`src/rtl/tank_pkg.sv`:
```
// Shared types and grid constants for tank movement.
// Directions, move FSM states and footprint half-size.
package tank_pkg;

  typedef enum logic [1:0] {
    DIR_UP,
    DIR_DOWN,
    DIR_LEFT,
    DIR_RIGHT
  } dir_t;

  typedef enum logic [1:0] {
    IDLE,
    QUERY,
    COOLDOWN
  } move_state_t;

  localparam int DEF_GAME_W = 64;
  localparam int DEF_GAME_H = 48;
  localparam int TANK_HALF  = 2;

endpackage

```
`src/rtl/tank_cooldown_timer.sv`:
```
// Movement rate-limit timer: load on accept, count to zero.
// Zero flag releases the move FSM back to IDLE.
module tank_cooldown_timer #(
  parameter int MOVE_PERIOD = 2_500_000
) (
  input  logic i_clk,
  input  logic i_rst,
  input  logic i_load,
  output logic o_zero
);

  localparam int TW = $clog2(MOVE_PERIOD + 1);
  // Accept edge plus the zero-detect cycle make up the rest of the period.
  localparam logic [TW-1:0] LOAD_VAL = TW'(MOVE_PERIOD - 2);

  logic [TW-1:0] cnt_q, cnt_d;

  // Reload on accept, otherwise saturate down to zero.
  always_comb begin
    cnt_d = cnt_q;
    if (i_load) begin
      cnt_d = LOAD_VAL;
    end else if (cnt_q != '0) begin
      cnt_d = cnt_q - 1'b1;
    end
  end

  // Counter register.
  always_ff @(posedge i_clk or posedge i_rst) begin
    if (i_rst) cnt_q <= '0;
    else       cnt_q <= cnt_d;
  end

  assign o_zero = (cnt_q == '0);

endmodule

```
`src/rtl/tank_move_ctrl.sv`:
```
// Tank position/facing owner with map-checked, rate-limited steps.
// Display outputs are shadowed and refreshed only at frame start.
module tank_move_ctrl
  import tank_pkg::*;
#(
  parameter int         GAME_W      = DEF_GAME_W,
  parameter int         GAME_H      = DEF_GAME_H,
  parameter int         MOVE_PERIOD = 2_500_000,
  parameter logic [5:0] INIT_X      = 6'd4,
  parameter logic [5:0] INIT_Y      = 6'd4,
  parameter logic [1:0] INIT_DIR    = 2'd0
) (
  input  logic       i_clk,
  input  logic       i_rst,
  input  logic       i_enable,
  input  logic       i_cmd_valid,
  input  logic [1:0] i_cmd_dir,
  output logic       o_cmd_ready,
  output logic       o_query_valid,
  output logic [5:0] o_query_x,
  output logic [5:0] o_query_y,
  input  logic       i_query_done,
  input  logic       i_query_blocked,
  input  logic       i_frame_start,
  output logic [5:0] o_tank_x,
  output logic [5:0] o_tank_y,
  output logic [1:0] o_tank_dir
);

  localparam int LO   = TANK_HALF;
  localparam int X_HI = GAME_W - 1 - TANK_HALF;
  localparam int Y_HI = GAME_H - 1 - TANK_HALF;

  move_state_t state_q, state_d;
  logic [5:0]  pos_x_q, pos_x_d;
  logic [5:0]  pos_y_q, pos_y_d;
  dir_t        dir_q, dir_d;
  logic [5:0]  qx_q, qx_d;
  logic [5:0]  qy_q, qy_d;
  logic [5:0]  disp_x_q, disp_y_q;
  logic [1:0]  disp_dir_q;
  logic [5:0]  tx, ty;
  logic        t_ok;
  logic        accept;
  logic        load;
  logic        t_zero;

  assign o_cmd_ready   = (state_q == IDLE) && i_enable;
  assign accept        = i_cmd_valid && o_cmd_ready;
  assign o_query_valid = (state_q == QUERY);
  assign o_query_x     = qx_q;
  assign o_query_y     = qy_q;
  assign o_tank_x      = disp_x_q;
  assign o_tank_y      = disp_y_q;
  assign o_tank_dir    = disp_dir_q;

  tank_cooldown_timer #(
    .MOVE_PERIOD(MOVE_PERIOD)
  ) u_timer (
    .i_clk (i_clk),
    .i_rst (i_rst),
    .i_load(load),
    .o_zero(t_zero)
  );

  // Candidate cell; range test uses the current position so no wrap occurs.
  always_comb begin
    tx   = pos_x_q;
    ty   = pos_y_q;
    t_ok = 1'b0;
    unique case (dir_t'(i_cmd_dir))
      DIR_UP: begin
        ty   = pos_y_q - 6'd1;
        t_ok = int'(pos_y_q) > LO;
      end
      DIR_DOWN: begin
        ty   = pos_y_q + 6'd1;
        t_ok = int'(pos_y_q) < Y_HI;
      end
      DIR_LEFT: begin
        tx   = pos_x_q - 6'd1;
        t_ok = int'(pos_x_q) > LO;
      end
      DIR_RIGHT: begin
        tx   = pos_x_q + 6'd1;
        t_ok = int'(pos_x_q) < X_HI;
      end
    endcase
  end

  // Move FSM next state: accept, query the map, then cool down.
  always_comb begin
    state_d = state_q;
    pos_x_d = pos_x_q;
    pos_y_d = pos_y_q;
    dir_d   = dir_q;
    qx_d    = qx_q;
    qy_d    = qy_q;
    load    = 1'b0;
    unique case (state_q)
      IDLE: begin
        if (accept) begin
          load  = 1'b1;
          dir_d = dir_t'(i_cmd_dir);
          if (t_ok) begin
            qx_d    = tx;
            qy_d    = ty;
            state_d = QUERY;
          end else begin
            state_d = COOLDOWN;
          end
        end
      end
      QUERY: begin
        if (i_query_done) begin
          if (!i_query_blocked) begin
            pos_x_d = qx_q;
            pos_y_d = qy_q;
          end
          state_d = t_zero ? IDLE : COOLDOWN;
        end
      end
      COOLDOWN: begin
        if (t_zero) state_d = IDLE;
      end
      default: state_d = IDLE;
    endcase
  end

  // Working state registers.
  always_ff @(posedge i_clk or posedge i_rst) begin
    if (i_rst) begin
      state_q <= IDLE;
      pos_x_q <= INIT_X;
      pos_y_q <= INIT_Y;
      dir_q   <= dir_t'(INIT_DIR);
      qx_q    <= INIT_X;
      qy_q    <= INIT_Y;
    end else begin
      state_q <= state_d;
      pos_x_q <= pos_x_d;
      pos_y_q <= pos_y_d;
      dir_q   <= dir_d;
      qx_q    <= qx_d;
      qy_q    <= qy_d;
    end
  end

  // Frame-stable display shadow; a coincident step shows next frame.
  always_ff @(posedge i_clk or posedge i_rst) begin
    if (i_rst) begin
      disp_x_q   <= INIT_X;
      disp_y_q   <= INIT_Y;
      disp_dir_q <= INIT_DIR;
    end else if (i_frame_start) begin
      disp_x_q   <= pos_x_q;
      disp_y_q   <= pos_y_q;
      disp_dir_q <= dir_q;
    end
  end

endmodule

```
`config.mk`:
```
export PLATFORM = sky130hd
export DESIGN_NAME = tank_move_ctrl
export DESIGN_NICKNAME = d
export VERILOG_FILES = /design/src/rtl/tank_pkg.sv /design/src/rtl/tank_cooldown_timer.sv /design/src/rtl/tank_move_ctrl.sv
export SDC_FILE = /design/constraint.sdc
export NUM_CORES = 1
export LEC_CHECK = 0
export BUFFER_PORTS_ARGS = -buffer_cell sky130_fd_sc_hd__buf_4
export CAP_MARGIN = 15
export CORE_MARGIN = 2
export CORE_UTILIZATION = 58
export DETAILED_ROUTE_END_ITERATION = 12
export PLACE_DENSITY_LB_ADDON = 0.05
export SLEW_MARGIN = 20
export SYNTH_ARGS = -nofsm -noshare
export SYNTH_HDL_FRONTEND = slang
export SYNTH_SLANG_ARGS = --single-unit
export TNS_END_PERCENT = 30
```
`constraint.sdc`:
```
create_clock -name i_clk -period 2.45 [get_ports i_clk]
set_clock_uncertainty 0.05 [all_clocks]
set_input_delay 0 -clock i_clk [delete_from_list [all_inputs] [get_ports i_clk]]
set_output_delay 0 -clock i_clk [all_outputs]
set_load 0.02 [all_outputs]
```
==> impl_metrics.toml, run 1 <==
[clock_network]
cts_tree = "done"
cts_htree_levels = 3
clk_pin_slew_ns = 0.08
cts_setup_buffers = 0
cts_made_buffers = 9
clock_latency_ns = 0.35
numClockSinks = 64
ctsRootBufferMaster = "clkbuf_8"
cts_buffer_depth = 2

[place]
gp_congestion = 0.804
place_hpwl_um = 4980
dpl-instance-area_um2 = 3820
io_buffers = 36
dp.cells = 418
post-place-ws_ns = 0.148

[worst_setup_path]
crit_chain = "or3_1 > or4_4 > nor3_4 > nor3_1 > or3b_1"
cp_max_fo = 7
worstPathArrival_ns = 2.49
worst_setup_path_start_kind = "flop"
path_class = "reg2reg"
slowest_stage = "or4_4"
crit_path_end_kind = "flop"
cp.required_ns = 2.63
cp_slowest_stage_delay_ns = 0.59
r2r_end = "u_timer.cnt_q[7]"
rr_startpoint = "u_timer.cnt_q[18]"
reg2regPathDepth = 5
crit_family = "simple AND/OR/NAND/NOR gates"
regToRegSetupSlack_ns = 0.14
crit_buf_inv = 0

[logic_synthesis]
synth_compound_area_frac = 0.122
yosys.area_share.adder = 0.0487
syn_avg_cell_area_um2 = 11.0
synth.distinct_cells = 47
mappedNetlistArea_um2 = 3390
netlist_instances = 309
synthXorXnorAreaFrac = 0.0336
muxShareOfSynthArea = 0.144
synth_top_family_by_area = "simple AND/OR/NAND/NOR gates"
synthFlopType = "dfrtp_1"
ys_seq_area_frac = 0.475
syn_nets = 330
synth_edf_count = 0
synthArstFlopShare = 1.00
synth_warnings = 0
yosys.area_share.simple = 0.157
ys_ff_latch = 64

[global_routing]
grt_pass1_wl_um = 12500
grt-ovfl-total = 0
grt_max_degree = 36
grt_pass1_vias = 2632
track_usage = 0.253
antenna_found_initial = 0

[route]
route.final.wire_length_um = 7420
vias = 2656
wl_per_cell_um = 17.0
via_per_inst = 6.08
dr.pass1.iters = 4
drc = 0
ant_nets = 0
drtIter0Drc = 172

[final_layout]
instances_no_fill = 437
fin_util = 0.736
stdcell_area_um2 = 4100
nets = 381
syn_to_final_growth_pct = 20.9
drive_gt1_frac = 0.332
diodes = 0

[power]
p_leak_nw = 1.82
powerDensity_nw_per_um2 = 1180
ir_drop_mv = 0.726

[outcome]
status = "complete, no violations"

[timing]
grt_setup_unrepaired = "false"
fin_crit_ns = 2.31
setup_viol = 0
finalCritPeriodShare = 0.943
worst_pin_slew_ns = 0.637
slew_viol_final = 0
max_freq_mhz = 433
tns_ns = 0
timing_hold_violations_final = 0
relSlewSlack = 0.571
layout_setup_ws_ns = 0.141

[worst_hold_path]
hp-start = "i_frame_start"
hold_class = "in2reg"
worst_hold_path.endpoint = "o_tank_dir[1]"
hold_depth = 2

[die]
dieHeight_um = 80.5
dieArea_um2 = 6470
row_count = 27
die_w_um = 80.5
io_pins = 37
initial_core_util = 0.608
core-area_um2 = 5570

[job]
cap_violations = 0
-- routing by layer --
metal,part of all wire,up-vias,GRT usage
li1,-,1246,-
met2,0.47,85,0.403
met5,0,-,0
met4,0.019,0,0.105
met1,0.45,1310,0.343
met3,0.054,15,0.0461
-- cell families (layout without fill, tap and decap cells) --
kind of cell / after synthesis / after routing
adders and majority gates: 12 / 12
xor gates and xnor gates: 13 / 13
DFF: 64 / 64
AOI/OAI and AO/OA: 67 / 67
and+or+nand+nor: 92 / 92
muxes: 44 / 44
buffers and inverters: 17 / 73
-- sequential cells by signal, summed over array words and instances, names as in the netlist --
signal / count
o_tank_y: 6
pos_y_q: 6
o_query_x: 6
o_query_y: 6
u_timer.cnt_q: 22
o_tank_x: 6
o_tank_dir: 2
pos_x_q: 6
state_q: 2
dir_q: 2
-- stage by stage --
stage	total power, W	hold WS, ns
after detailed placement	0.00375	0.0861
after global routing	0.00516	0.0647
final	0.00486	0.0368
after CTS	0.00487	0.0493
after global placement	0.00367	0.0814
after floorplan	0.00308	0.109
-- where the power goes --
| group | switching [W] | internal, W | total [W] |
|---|---|---|---|
| logic | 0.000981 | 0.000980 | 0.00196 |
| clock network | 0.000425 | 0.000656 | 0.00108 |
| registers | 0.000360 | 0.00145 | 0.00181 |
| total | 0.00177 | 0.00309 | 0.00486 |
-- cell type report --
type	instances	area, um2
Inverter	6	22.5
Timing Repair Buffer	51	403
Sequential cell	64	1610
Tap cell	72	90.1
Clock buffer	12	165
Multi-Input combinational cell	228	1740
Clock inverter	4	75.1
Fill cell	415	1470
-- worst max path at each step --
stage                      startpoint           endpoint  slack, ns  cells past startpoint
floorplan                  state_q[1]       o_query_x[1]       0.15                      5
global placement           pos_x_q[1]       o_query_x[5]       0.27                      6
detailed placement  u_timer.cnt_q[17]  u_timer.cnt_q[15]       0.15                      6
CTS                      i_cmd_dir[0]       o_query_x[5]       0.04                      9
global route        u_timer.cnt_q[18]   u_timer.cnt_q[6]       0.09                      5
finish              u_timer.cnt_q[18]   u_timer.cnt_q[7]       0.14                      5
-- layout by cell type, fill, tap and decap left out, types with 7 or more instances in the layout --
cell and n:
ha_1 10, o21ai_0 16, or3_1 10, a21oi_1 20, nor4_1 7, dfrtp_1 58, buf_4 47, a21o_1 7
nand2_1 20, xnor2_1 7, o31ai_1 7, mux2_2 39, nor2_1 10, clkbuf_8 12
-- synth_stat cells (3+ instances only) --
library cell | n | area share
nor3_1 | 4 | 0.0059
nand3_1 | 5 | 0.0074
clkbuf_1 | 6 | 0.0066
buf_2 | 3 | 0.0044
nand2b_1 | 6 | 0.011
a211oi_1 | 5 | 0.011
nand4_1 | 3 | 0.0055
mux2i_1 | 5 | 0.015
dfstp_2 | 6 | 0.046
xor2_1 | 6 | 0.015
a21o_1 | 7 | 0.015
xnor2_1 | 7 | 0.018
nor4_1 | 7 | 0.013
a21oi_1 | 20 | 0.030
ha_1 | 10 | 0.037
or4_1 | 6 | 0.013
o31ai_1 | 7 | 0.015
nor2b_1 | 3 | 0.0055
dfrtp_1 | 58 | 0.43
mux2_2 | 39 | 0.13
nor2_1 | 10 | 0.011
o21ai_0 | 17 | 0.025
or3_1 | 10 | 0.018
inv_1 | 6 | 0.0066
o211ai_1 | 3 | 0.0066
nand2_1 | 21 | 0.023
-- timing repair --
action,4_1_cts,5_1_grt
setup endpoints to repair,0,2
endpoints found under the hold margin,31,0
resized for setup,0,4
hold buffers,3,0
Note: power is estimated with default switching activity, not from simulation.
==> run 2: changes to the inputs <==
Settings changed: CORE_UTILIZATION 58 to 59, SYNTH_HIERARCHICAL from default to 1.
==> impl_metrics.toml, run 2 <==
[outcome]
status = "complete, no violations"

[global_routing]
grt_pass1_vias = 2457
grt_use_met2 = 0.393
track_usage = 0.238
groute.layer.met1.usage = 0.310
grt-ovfl-total = 0
top_usage_layer = "met2"
met3_usage = 0.0511
grt_pass1_wl_um = 11800
grt_max_degree = 28
antenna_found_initial = 0

[die]
io_pins = 37
initial_core_util = 0.620
dieHeight_um = 80.8
dieArea_um2 = 6520
die_w_um = 80.8
core-area_um2 = 5610
row_count = 27

[route]
ant_nets = 0
vias = 2452
dr.pass1.iters = 4
wl_per_cell_um = 15.8
drc = 0
via_per_inst = 5.80
route.final.wire_length_um = 6700
drtIter0Drc = 119

[timing]
timing_hold_violations_final = 0
relSlewSlack = 0.446
finalCritPeriodShare = 0.911
tns_ns = 0
layout_setup_ws_ns = 0.218
worst_pin_slew_ns = 0.830
setup_viol = 0
max_freq_mhz = 448
slew_viol_final = 0
fin_crit_ns = 2.23
grt_setup_unrepaired = "false"

[worst_setup_path]
rr_startpoint = "pos_x_q[0]"
critPathLaunch = "i_cmd_dir[0]"
worstPathArrival_ns = 2.41
cp_max_fo = 15
cp.required_ns = 2.63
crit_chain = "dlygate4sd3_1 > buf_4 > nand2_1 > ha_1 > a211oi_1 > or3_1 > nand4_1 > xor2_1 > mux2_4"
path_class = "in2reg"
worst_setup_path_start_kind = "primary input"
slowest_stage = "dlygate4sd3_1"
cp_slowest_stage_delay_ns = 0.53
crit_path_end_kind = "flop"

[place]
place_hpwl_um = 4470
io_buffers = 36
gp_congestion = 0.792
post-place-ws_ns = 0.318

[final_layout]
syn_to_final_growth_pct = 16.8
largest_reg_flops = 22
drive_gt1_frac = 0.339
nets = 366
regMostFlops = "u_timer/cnt_q"
layout_commonest_cell = "dfrtp_1"
final_cell_mix = "dfrtp_1 (58), buf_4 (42), mux2_2 (34)"
diodes = 0

[job]
cap_violations = 0

[power]
p_leak_nw = 1.83
powerDensity_nw_per_um2 = 1110
ir_drop_mv = 0.779

[clock_network]
ctsRootBufferMaster = "clkbuf_8"
cts_made_buffers = 9
numClockSinks = 64
clock_latency_ns = 0.34
cts_buffer_depth = 2
cts_htree_levels = 3
clk_pin_slew_ns = 0.07
cts_tree = "done"

[logic_synthesis]
synth_warnings = 6
synthArstFlopShare = 1.00
ys_top_cells_by_area = "dfrtp_1 (42%), mux2_2 (11%), dfstp_2 (4.5%)"
synth_common_cells = "dfrtp_1 (58), mux2_2 (34), o21ai_0 (19)"
synth.distinct_cells = 58
netlist_instances = 303
synth.most_common_cell = "dfrtp_1"
ys_ff_latch = 64
ys_seq_area_frac = 0.463
syn_nets = 323
synth_edf_count = 0
syn_avg_cell_area_um2 = 11.5
mappedNetlistArea_um2 = 3480
synth.largest_area_cell = "dfrtp_1"
synthFlopType = "dfrtp_1"
yosys.area.top_type_share = 0.417

[worst_hold_path]
hp-start = "i_frame_start"
hold_class = "in2reg"
[run 2: cell types whose count changed after synthesis, moves of 3 or more]
cell / change
mux2_4: +9
nand2_1: -9
a21oi_1: -8
or3_1: -8
xor2_1: +7
nor2_1: +6
mux2_2: -5
mux2i_1: -5
o31ai_1: -5
nand3b_1: +4
or4_1: -4
nor3_1: +3
[run 2: worst paths after layout]
path | cells after the start | end | slack (ns)
max | 9 | o_query_x[5] | 0.22
min | 2 | o_tank_x[1] | 0.05
max reg2reg | 6 | o_query_x[4] | 0.30
min reg2reg | 1 | o_tank_y[3] | 0.46
max in group asynchronous | 4 | o_tank_y[2] | 1.37
min in group asynchronous | 3 | o_tank_dir[0] | 0.24
[run 2: layout make-up]
type                       instances  area (um2)
fill                             405        1550
inverter                           7        26.3
sequential                        64        1610
clock buffer                      11         141
timing repair buffer              45         345
multi-input combinational        219        1770
tap                               72        90.1
clock inverter                     5        80.1
[run 2: what timing repair did]
item                      in CTS  in global routing
buffers inserted               0                  0
hold buffers                   3                  0
hold endpoints to repair      44                  0
gates resized for setup        0                  0
[run 2: kinds of logic after synthesis]
family,after synthesis,synth area share
flip-flops,64,0.463
multiplexers,43,0.149
buffers and inverters,20,0.0302
AO/OA/AOI/OAI,56,0.104
adder cells (fa/ha/maj),11,0.0439
XOR/XNOR,19,0.0479
AND/OR/NAND/NOR,90,0.162
[run 2: critical path, delay by kind of cell]
| family | cells | cell delay (ns) |
|---|---|---|
| buffers and inverters | 2 | 0.72 |
| muxes | 1 | 0.27 |
| and+or+nand+nor | 3 | 0.50 |
| AOI/OAI and AO/OA | 1 | 0.41 |
| adders and majority gates | 1 | 0.35 |
| xor gates and xnor gates | 1 | 0.15 |
[run 2: power by group]
group	total, W	switching, W	internal (W)
sequential	0.00176	0.000337	0.00143
combinational	0.00172	0.000825	0.000892
clock	0.00102	0.000419	0.000599
total	0.00450	0.00158	0.00292
[run 2: layer usage]
layer / vias up / routed length, um
met2: 38 / 3390
li1: 1197 / -
met4: 0 / 123
met1: 1204 / 2990
met5: - / 0
met3: 13 / 200
[run 2: through the flow]
step	util	total power, W	instance area, um2	instances	hold WS, ns
detailed placement	0.679	0.00349	3810	404	0.0673
CTS	0.724	0.00455	4060	423	0.0542
global route	0.724	0.00482	4060	423	0.0461
finish	0.724	0.00450	4060	423	0.0500
global placement	0.679	0.00344	3810	404	0.0579
floorplan	-	0.00295	3480	303	-0.0608
==> run 3: changes to the inputs <==
==> constraint.sdc (replaced) <==
create_clock -name i_clk -period 2.45 [get_ports i_clk]
set_clock_uncertainty 0.05 [all_clocks]
set_input_delay 0.245 -clock i_clk [delete_from_list [all_inputs] [get_ports i_clk]]
set_output_delay 0.245 -clock i_clk [all_outputs]
set_load 0.02 [all_outputs]
==> impl_metrics.toml, run 3 (synthesized netlist as in run 2, its figures left out) <==
[final_layout]
largest_reg_flops = 22
final_cell_mix = "dfrtp_1 (58), buf_4 (43), mux2_2 (34)"
diodes = 0
regMostFlops = "u_timer/cnt_q"
fillers = 424
syn_to_final_growth_pct = 16.0
drive_gt1_frac = 0.334
nets = 365
layout_commonest_cell = "dfrtp_1"
regArea_um2 = 1610
instances_no_fill = 422
multi_input_area_um2 = 1770

[route]
vias = 2460
dr.pass1.iters = 4
drc = 0
via_per_inst = 5.83
wl_per_cell_um = 16.3
ant_nets = 0
route.final.wire_length_um = 6890
drtIter0Drc = 69

[die]
dieArea_um2 = 6520
core-area_um2 = 5610
dieHeight_um = 80.8
io_pins = 37
initial_core_util = 0.620
die_w_um = 80.8
row_count = 27

[worst_hold_path]
worst_hold_path.endpoint = "state_q[0]"
hold_class = "in2reg"
hp-start = "i_query_done"
hold_depth = 2

[clock_network]
clock_latency_ns = 0.34
cts_htree_levels = 3
cts_setup_buffers = 0
clk_pin_slew_ns = 0.07
cts_hold_buffers = 1
cts_resized = 0
numClockSinks = 64
cts_tree = "done"
cts_made_buffers = 9
ctsRootBufferMaster = "clkbuf_8"
cts_buffer_depth = 2

[timing]
worst_pin_slew_ns = 0.845
max_freq_mhz = 460
slew_viol_final = 0
tns_ns = 0
grt_setup_unrepaired = "false"
finalCritPeriodShare = 0.888
fin_crit_ns = 2.17
setup_viol = 0
relSlewSlack = 0.436
timing_hold_violations_final = 0

[job]
cap_violations = 0

[global_routing]
grt_pass1_wl_um = 11800
grt-ovfl-total = 0
grt_pass1_vias = 2536
grt_max_degree = 43
antenna_found_initial = 0
met3_usage = 0.0511
grt_use_met2 = 0.398
track_usage = 0.240
top_usage_layer = "met2"
groute.layer.met1.usage = 0.305

[place]
place_hpwl_um = 4670
dp.cells = 405
gp_congestion = 0.816
io_buffers = 36

[worst_setup_path]
worstPathArrival_ns = 2.38
reg2regPathDepth = 5
path_class = "reg2reg"
cp_max_fo = 8
cp.required_ns = 2.66
r2r_end = "u_timer/cnt_q[19]"
regToRegSetupSlack_ns = 0.28
rr_startpoint = "u_timer/cnt_q[10]"
crit_path_end_kind = "flop"
worst_setup_path_start_kind = "flop"

[power]
switching_power_w = 0.00157
ir_drop_mv = 0.741
p_sw_frac = 0.352
powerDensity_nw_per_um2 = 1110
p_leak_nw = 1.82
power_frac_comb = 0.388
p_int_w = 0.00290
p_seq_frac = 0.394
pwr-share-clk = 0.217

[outcome]
status = "complete, no violations"
-- run 3: cell type report --
cell class,count,area share
multi-input combinational,219,0.438
sequential,64,0.399
timing repair buffer,44,0.0825
clock buffer,13,0.0344
tap,72,0.0223
clock inverter,3,0.0168
inverter,7,0.00652
-- run 3: stage by stage --
stage | worst slack, ns | area (um2) | total power, W | util | hold slack, ns
6_report | 0.275 | 4030 | 0.00448 | 0.719 | 0.0589
5_1_grt | 0.115 | 4030 | 0.00477 | 0.719 | 0.0737
4_1_cts | 0.242 | 4030 | 0.00452 | 0.719 | 0.0455
3_5_place_dp | 0.210 | 3820 | 0.00352 | 0.681 | 0.361
3_3_place_gp | 0.295 | 3820 | 0.00346 | 0.681 | 0.360
2_1_floorplan | 0.0698 | 3480 | 0.00295 | - | 0.184
-- run 3: power by group through the flow --
stage / sequential [W] / clock (W) / combinational [W]
floorplan: 0.00192 / 0 / 0.00102
global placement: 0.00177 / 0 / 0.00169
detailed placement: 0.00179 / 0 / 0.00173
CTS: 0.00177 / 0.000992 / 0.00175
global route: 0.00183 / 0.00104 / 0.00190
finish: 0.00177 / 0.000973 / 0.00174
-- run 3: worst max path at each step --
stage	startpoint	end	cells after the start	slack, ns
floorplan	i_cmd_dir[1]	o_query_x[4]	10	0.07
global placement	i_cmd_dir[1]	o_query_y[5]	9	0.30
detailed placement	i_cmd_dir[1]	o_query_y[5]	9	0.21
CTS	u_timer/cnt_q[10]	u_timer/cnt_q[19]	5	0.24
global route	u_timer/cnt_q[2]	u_timer/cnt_q[11]	5	0.11
finish	u_timer/cnt_q[10]	u_timer/cnt_q[19]	5	0.28
-- run 3: routing by layer --
| layer | up-vias | part of all wire |
|---|---|---|
| li1 | 1195 | - |
| met1 | 1204 | 0.44 |
| met2 | 47 | 0.50 |
| met3 | 14 | 0.036 |
| met4 | 0 | 0.020 |
| met5 | - | 0 |
-- run 3: critical path: stages, from the launching register on --
cell	delay (ns)
dfrtp_1	0.45
or4_4	0.58
nor4_4	0.28
o211ai_4	0.15
or4_1	0.42
a21oi_1	0.16
